**src/rtl/seq_seg_adder_if.sv**
```systemverilog
// rtl/seq_seg_adder_if.sv - start/done request and result bus for seq_seg_adder
// Optional flag signals are present when SEQ_SEG_ADDER_FLAGS_EN is defined.
interface seq_seg_adder_if #(
    parameter int WIDTH = 32
);
    logic             start;
    logic [WIDTH-1:0] in1;
    logic [WIDTH-1:0] in2;
    logic             cin;
    logic             sub;
    logic             busy;
    logic             done;
    logic [WIDTH-1:0] sum;
    logic             cout;
`ifdef SEQ_SEG_ADDER_FLAGS_EN
    logic             ovf;
    logic             zero;
`endif

    modport master (
        output start, in1, in2, cin, sub,
        input  busy, done, sum, cout
`ifdef SEQ_SEG_ADDER_FLAGS_EN
        , input ovf, zero
`endif
    );

    modport slave (
        input  start, in1, in2, cin, sub,
        output busy, done, sum, cout
`ifdef SEQ_SEG_ADDER_FLAGS_EN
        , output ovf, zero
`endif
    );
endinterface

```
**src/rtl/seq_seg_adder.sv**
```systemverilog
// rtl/seq_seg_adder.sv - multi-cycle add/sub using one SEG-bit ripple slice per clock
// Define SEQ_SEG_ADDER_FLAGS_EN to add registered ovf/zero result flags.
module seq_seg_adder #(
    parameter int WIDTH = 32,
    parameter int SEG   = 8
) (
    input  logic              clk,
    input  logic              rst_n,
    seq_seg_adder_if.slave    bus
);
    localparam int NSEG = WIDTH / SEG;
    localparam int IDXW = (NSEG > 1) ? $clog2(NSEG) : 1;

    localparam logic [0:0] IDLE = 1'b0;
    localparam logic [0:0] RUN  = 1'b1;

    logic [0:0]       state;
    logic [IDXW-1:0]  idx;
    logic             c_r;
    logic [WIDTH-1:0] a_r;
    logic [WIDTH-1:0] b_r;
    logic [WIDTH-1:0] acc;

    logic [31:0]      ofs;
    logic [SEG-1:0]   s;
    logic             c_next;
    logic [WIDTH-1:0] acc_next;
    logic             last;

    // acc_next includes the slice being produced so completion can publish it same edge.
    always_comb begin
        ofs      = 32'(idx) * 32'(SEG);
        {c_next, s} = {1'b0, a_r[ofs +: SEG]} + {1'b0, b_r[ofs +: SEG]} + {{SEG{1'b0}}, c_r};
        acc_next = acc;
        acc_next[ofs +: SEG] = s;
        last     = (idx == IDXW'(NSEG - 1));
    end

    always_ff @(posedge clk) begin
        if (!rst_n) begin
            state    <= IDLE;
            idx      <= '0;
            c_r      <= 1'b0;
            a_r      <= '0;
            b_r      <= '0;
            acc      <= '0;
            bus.busy <= 1'b0;
            bus.done <= 1'b0;
            bus.sum  <= '0;
            bus.cout <= 1'b0;
`ifdef SEQ_SEG_ADDER_FLAGS_EN
            bus.ovf  <= 1'b0;
            bus.zero <= 1'b0;
`endif
        end else begin
            bus.done <= 1'b0;
            case (state)
                IDLE: begin
                    if (bus.start) begin
                        a_r      <= bus.in1;
                        b_r      <= bus.sub ? ~bus.in2 : bus.in2;
                        c_r      <= bus.sub ? 1'b1 : bus.cin;
                        idx      <= '0;
                        bus.busy <= 1'b1;
                        state    <= RUN;
                    end
                end
                RUN: begin
                    acc <= acc_next;
                    c_r <= c_next;
                    idx <= idx + 1'b1;
                    if (last) begin
                        state    <= IDLE;
                        bus.busy <= 1'b0;
                        bus.done <= 1'b1;
                        bus.sum  <= acc_next;
                        bus.cout <= c_next;
`ifdef SEQ_SEG_ADDER_FLAGS_EN
                        // b_r is already inverted for subtraction, so one rule covers both.
                        bus.ovf  <= (a_r[WIDTH-1] == b_r[WIDTH-1]) &&
                                    (acc_next[WIDTH-1] != a_r[WIDTH-1]);
                        bus.zero <= (acc_next == '0);
`endif
                    end
                end
                default: state <= IDLE;
            endcase
        end
    end
endmodule
```
**src/flat_wrapper.sv**
```systemverilog
// flat-port wrapper written by rule: the top's interface ports become plain ports
module seq_seg_adder_flat 
#(
    parameter int WIDTH = 32,
    parameter int SEG   = 8
)
  (clk, rst_n, bus_start, bus_in1, bus_in2, bus_cin, bus_sub, bus_busy, bus_done, bus_sum, bus_cout);
  seq_seg_adder_if #(.WIDTH(WIDTH)) bus_i ();
  input  logic clk;
  input  logic rst_n;
  input wire logic [$bits(bus_i.start)-1:0] bus_start;
  input wire logic [$bits(bus_i.in1)-1:0] bus_in1;
  input wire logic [$bits(bus_i.in2)-1:0] bus_in2;
  input wire logic [$bits(bus_i.cin)-1:0] bus_cin;
  input wire logic [$bits(bus_i.sub)-1:0] bus_sub;
  output wire logic [$bits(bus_i.busy)-1:0] bus_busy;
  output wire logic [$bits(bus_i.done)-1:0] bus_done;
  output wire logic [$bits(bus_i.sum)-1:0] bus_sum;
  output wire logic [$bits(bus_i.cout)-1:0] bus_cout;
  assign bus_i.start = bus_start;
  assign bus_i.in1 = bus_in1;
  assign bus_i.in2 = bus_in2;
  assign bus_i.cin = bus_cin;
  assign bus_i.sub = bus_sub;
  assign bus_busy = bus_i.busy;
  assign bus_done = bus_i.done;
  assign bus_sum = bus_i.sum;
  assign bus_cout = bus_i.cout;
  seq_seg_adder #(.WIDTH(WIDTH), .SEG(SEG)) u_core (.clk(clk), .rst_n(rst_n), .bus(bus_i));
endmodule
```
**config.mk**
```make
export PLATFORM = sky130hd
export DESIGN_NAME = seq_seg_adder_flat
export DESIGN_NICKNAME = d
export VERILOG_FILES = /design/src/rtl/seq_seg_adder_if.sv /design/src/rtl/seq_seg_adder.sv /design/src/flat_wrapper.sv
export SDC_FILE = /design/constraint.sdc
export NUM_CORES = 1
export LEC_CHECK = 0
export BUFFER_PORTS_ARGS = -buffer_cell sky130_fd_sc_hd__buf_4
export CAP_MARGIN = 20
export CORE_UTILIZATION = 45
export CTS_CLUSTER_DIAMETER = 30
export DETAILED_ROUTE_END_ITERATION = 7
export PLACE_DENSITY = 0.66
export SYNTH_ARGS = -nofsm -noshare
export SYNTH_HDL_FRONTEND = slang
export SYNTH_SLANG_ARGS = --single-unit
export TNS_END_PERCENT = 5
```
**constraint.sdc**
```tcl
create_clock -name clk -period 5.8 [get_ports clk]
set_clock_uncertainty 0.15 [all_clocks]
set_input_delay 1.16 -clock clk [delete_from_list [all_inputs] [get_ports clk]]
set_output_delay 1.16 -clock clk [all_outputs]
set_load 0.02 [all_outputs]
```
After elaboration in Yosys (flattened, before gate mapping). Cells that the tools add are included. Widths: inputs -> output; s select.

Add/subtract/negate cells: 4. Equal/unequal tests: 3. Shift operators: 4. Mux-type cells: 14. Bitwise operators: 2. Reduce and logical (&&, ||, !) cells: 4.

Operators by type and width (count): $shiftx 32x6->8 (2); $neg 5->34 (1); $shift 8x34->32 const A (1); $shiftx 8x34->32 (1); $bwmux 32 (1); $mux 32 (1); $not 32->32 (1); $add 8x8->9 (1); $add 9x1->9 (1); $reduce_and 2->1 (4); $mux 1 (7); $pmux 1 s2 (3); $ne 2x2->1 const B (2); $pmux 2 s2 (1); $add 2x1->2 const B (1); $eq 2x2->1 const B (1); $mux 2 (1); $not 1->1 (1).

Register bits: 135. Input bits: 69.

Logic depth before layout (Yosys ltp).
Depth after elaboration: 5. Gate-level depth with buffers: 10. Depth with buffers taken out: 8.

Worst setup path before layout. No wires, ideal clock.

Path type: reg-to-reg. From: register u_core.idx[0]. To: register u_core.acc[12]. Library setup time: 135 ps. Arrival time: 2637 ps. Required time: 5515 ps. Setup slack: 2878 ps. Cell stages (with the launch flop): 9. Path buffers: 1. Period minus slack after synthesis: 2922 ps. Cells stage by stage: dfxtp_1 > buf_6 > mux4_2 > fa_1 > fa_1 > a21oi_1 > o21bai_1 > xnor2_1 > o21ai_0.

Word-level cells in the longest chain between the ends: 5. Elaborated cells on any way between the ends: 8. Those cells by class: 3 x add/sub; 4 x shift; 1 x mux.

RTL lines: start: declaration (line seq_seg_adder.sv:18) `logic [IDXW-1:0] idx;`; start signal: assignment (line seq_seg_adder.sv:71) `idx <= idx + 1'b1;`; $shiftx 32x6->8 (line seq_seg_adder.sv:33) `{c_next, s} = {1'b0, a_r[ofs +: SEG]} + {1'b0, b_r[ofs +: SEG]} + {{SEG{1'b0}}, c_r};`; $add 8x8->9 (line seq_seg_adder.sv:33); $add 9x1->9 (line seq_seg_adder.sv:33); $shiftx 8x34->32 (line seq_seg_adder.sv:35) `acc_next[ofs +: SEG] = s;`; $bwmux 32 (*) (line seq_seg_adder.sv:35); end signal: assignment (line seq_seg_adder.sv:69) `acc <= acc_next;`; end: declaration (line seq_seg_adder.sv:22) `logic [WIDTH-1:0] acc;`.

Mark *: on every way between the ends. The rest lies on a longest branch, timed or not. A chain may end at the register's enable or synchronous reset.

Worst setup path in the final report.
From: register u_core.idx[0]. To: register u_core.acc[4].

The elaborated chain is that of the path after synthesis.

==> summary.txt <==
Finish
  • Area growth, synth to finish: 22.85%
  • Final #Nets: ~830
  • ANT cells: 0
  • Layout cells sized above 1: 24.64%

Pwr
  • Total power: 0.002329 W
  • LEAKAGE: 3.224 nW
  • Peak supply drop: 207.4 µV
  • PwrDens: slightly above 300 nW/µm²

Synth
  • Post-Syn Instances: ~660
  • Top FF cell, synth: dfxtp_1
  • FFs w/ async S/R, synth: 0%
  • Netlist area before placement: approximately 6200 µm²
  • Seq/Total Area, Yosys: 43.44%
  • Synth top area share: 43.44%
  • Most common cell in the netlist: dfxtp_1
  • Syn nets: 743
  • Distinct cells, synth: about 50
  • Mean Syn Cell Area: 9.440 µm²
  • Dominant cell type by area after synthesis: dfxtp_1
  • Number of flops mapped to enable cells by yosys: 0
  • #FFs+latches synth: 135
  • Yosys warns: 0
  • Most frequent cells after synthesis: dfxtp_1, nand2_1, o21ai_0
  • Area contributors post-synth: dfxtp_1, nand2_1, mux4_2

Worst hold path
  • Worst Hold Depth: 2
  • HP Class: flip-flop to flip-flop
  • Min-delay src: u_core.bus.sum[16]$_SDFFE_PN0P_
  • Hold EP: u_core.bus.sum[16]$_SDFFE_PN0P_

Timing
  • Endpoints failing hold: 0
  • Final slew viol count: 0
  • Slew HR: 35.06%
  • F_max: 285.1 MHz
  • Setup_tns: 0 ns
  • Worst Tran Pin Value: roughly 1 ns
  • Clock period minus worst slack: 3.508 ns
  • RSZ-0062 raised after global routing: false
  • Final setup vio count: 0
  • Period Utilization, post-route: 60.48%

Place
  • GP Congestion: 0.8244
  • HPWL Detailed: 10.53 mm
  • Port bufs: 103

Routing
  • Post-DR wirelength/cell: between 15 and 20 µm
  • Via density: around 5.4
  • Post-route ant nets: 0
  • Final WL: between 10 and 15 mm
  • Drt pass-1 iters: 5
  • Initial DRC count: 306
  • Via count: ~5,000
  • DRC viols: 0

CTS
  • Clock buffer depth: 2
  • Postcts setup bufs: 0
  • Hold Buf Count CTS: 0
  • CTS tree: built
  • TritonCTS Sinks: 135
  • Root Driver: clkbuf_16
  • Clk_lat worst skew: 0.42 ns
  • CTS buffer count: 17
  • Cts repair resizes: 0
  • Htree depth: 4
  • Reg clk slew, reported paths: 0.06 ns

Floorplanning
  • Die Y: 119.6 µm
  • # IOs: between 100 and 150
  • Area of the die: 14,300 µm²
  • Area of the core: 13,350 µm²
  • Row cnt: 42
  • Die Wd: roughly 120 µm
  • Starting density of the core: 46.61%

Global route
  • Vias in the first global route: 4,897
  • Total GRT Usage: 21.76%
  • First-pass GRT wire length: about 24 mm
  • Grt total ovfl: 0
  • Largest net degree at the start of global routing: 108
  • Initial antenna violation count: 0

Setup path
  • WP data required: 5.93 ns
  • Crit Path Class: flip-flop to flip-flop
  • CP arrival: 3.64 ns
  • Worst-path fanout max: 11
  • Critical R2R Capture: u_core.acc[4]$_SDFFE_PN0P_
  • Critical path launch point type: flip-flop
  • Crit path launch: u_core.idx[0]$_SDFFE_PN0P_
  • Worst r2r src: u_core.idx[0]$_SDFFE_PN0P_
  • Setup slack, reg-to-reg: between 2 and 2.5 ns
  • Worst setup EP type: flip-flop
  • Reg2reg path depth: 7

Job
  • Max Cap Viol: 0

Status
  • Status: finished, final reports clean
## per-stage QoR
step | area [µm²] | std cells | setup slack, ns | hold slack (ns) | util, %
global route | 7642 | 931 | 1.950 | 0.3235 | 57.26
global placement | 7042 | 898 | 2.321 | 0.2894 | 52.76
detailed placement | 7042 | 898 | 2.211 | 0.2978 | 52.76
finish | 7642 | 931 | 2.292 | 0.3052 | 57.26
CTS | 7607 | 929 | 2.193 | 0.3102 | 56.99
floorplan | 6221 | 659 | 2.878 | 0.2902 | -
## state kept, by name, indices dropped and copies added, names as in the netlist
register,count
u_core.b_r,32
u_core.state,1
u_core.acc,32
u_core.bus.busy,1
u_core.a_r,32
u_core.c_r,1
u_core.bus.sum,32
u_core.idx,2
u_core.bus.done,1
u_core.bus.cout,1
## critical path, stage by stage, from the launching register on
cell and delay [ns]:
dfxtp_1 0.71, mux4_2 0.61, fa_1 0.46, fa_1 0.43, a21oi_1 0.24, o21bai_1 0.11, xnor2_1 0.47, o21ai_0 0.19
## cells by family (layout without fill, tap and decap cells)
logic type	Yosys count	after routing	synth area share [%]
compound gates	185	185	21.70
xor+xnor	36	36	5.310
fa+ha+maj	15	15	3.258
buf+inv	57	153	4.223
flops	135	135	43.44
mux	16	16	5.793
simple gates	215	215	16.27
## report_power, final
| part | total, W | switching (W) | internal [W] |
|---|---|---|---|
| registers | 0.000992 | 0.0000259 | 0.000966 |
| logic | 0.000303 | 0.000168 | 0.000134 |
| clock network | 0.00104 | 0.000386 | 0.000649 |
## layer usage
layer  wire, µm  track usage (%)  up-vias  share of wire [%]
met5          0                0        -                  0
met4        318            8.984        0                2.1
met3        722            6.179       28                4.9
met2       7180            35.91      138                 48
met1       6663            26.61     2343                 45
li1           -                -     2479                  -
## final cells by class
| type | instances | area [µm²] |
|---|---|---|
| fillers | 1209 | 5705 |
| well taps | 176 | 220.2 |
| clock buffers | 22 | 464.2 |
| inverters | 12 | 45.04 |
| repair buffers | 110 | 845.8 |
| flip-flops and latches | 135 | 2703 |
| clock inverters | 9 | 101.3 |
| multi-input cells | 467 | 3263 |
## how the worst max path moves through the flow
| stage | cells after the start | slack (ns) | endpoint |
|---|---|---|---|
| 2_1_floorplan | 8 | 2.88 | u_core.acc[12]$_SDFFE_PN0P_ |
| 3_3_place_gp | 7 | 2.32 | u_core.bus.sum[4]$_SDFFE_PN0P_ |
| 3_5_place_dp | 7 | 2.21 | u_core.acc[4]$_SDFFE_PN0P_ |
| 4_1_cts | 7 | 2.19 | u_core.acc[20]$_SDFFE_PN0P_ |
| 5_1_grt | 7 | 1.95 | u_core.acc[4]$_SDFFE_PN0P_ |
| 6_report | 7 | 2.29 | u_core.acc[4]$_SDFFE_PN0P_ |
## cell usage in the layout (no fill, tap or decap), types with 20 or more instances in the layout
cell type / synthesis / layout
a21boi_0: 32 / 32
a21oi_1: 20 / 20
a22oi_1: 31 / 31
buf_4: 2 / 108
dfxtp_1: 135 / 135
nand2_1: 131 / 131
nand3_1: 21 / 21
nor2b_1: 28 / 27
o211a_1: 33 / 33
o21ai_0: 38 / 38
xnor2_1: 33 / 33
(Power assumes the default switching activity.)
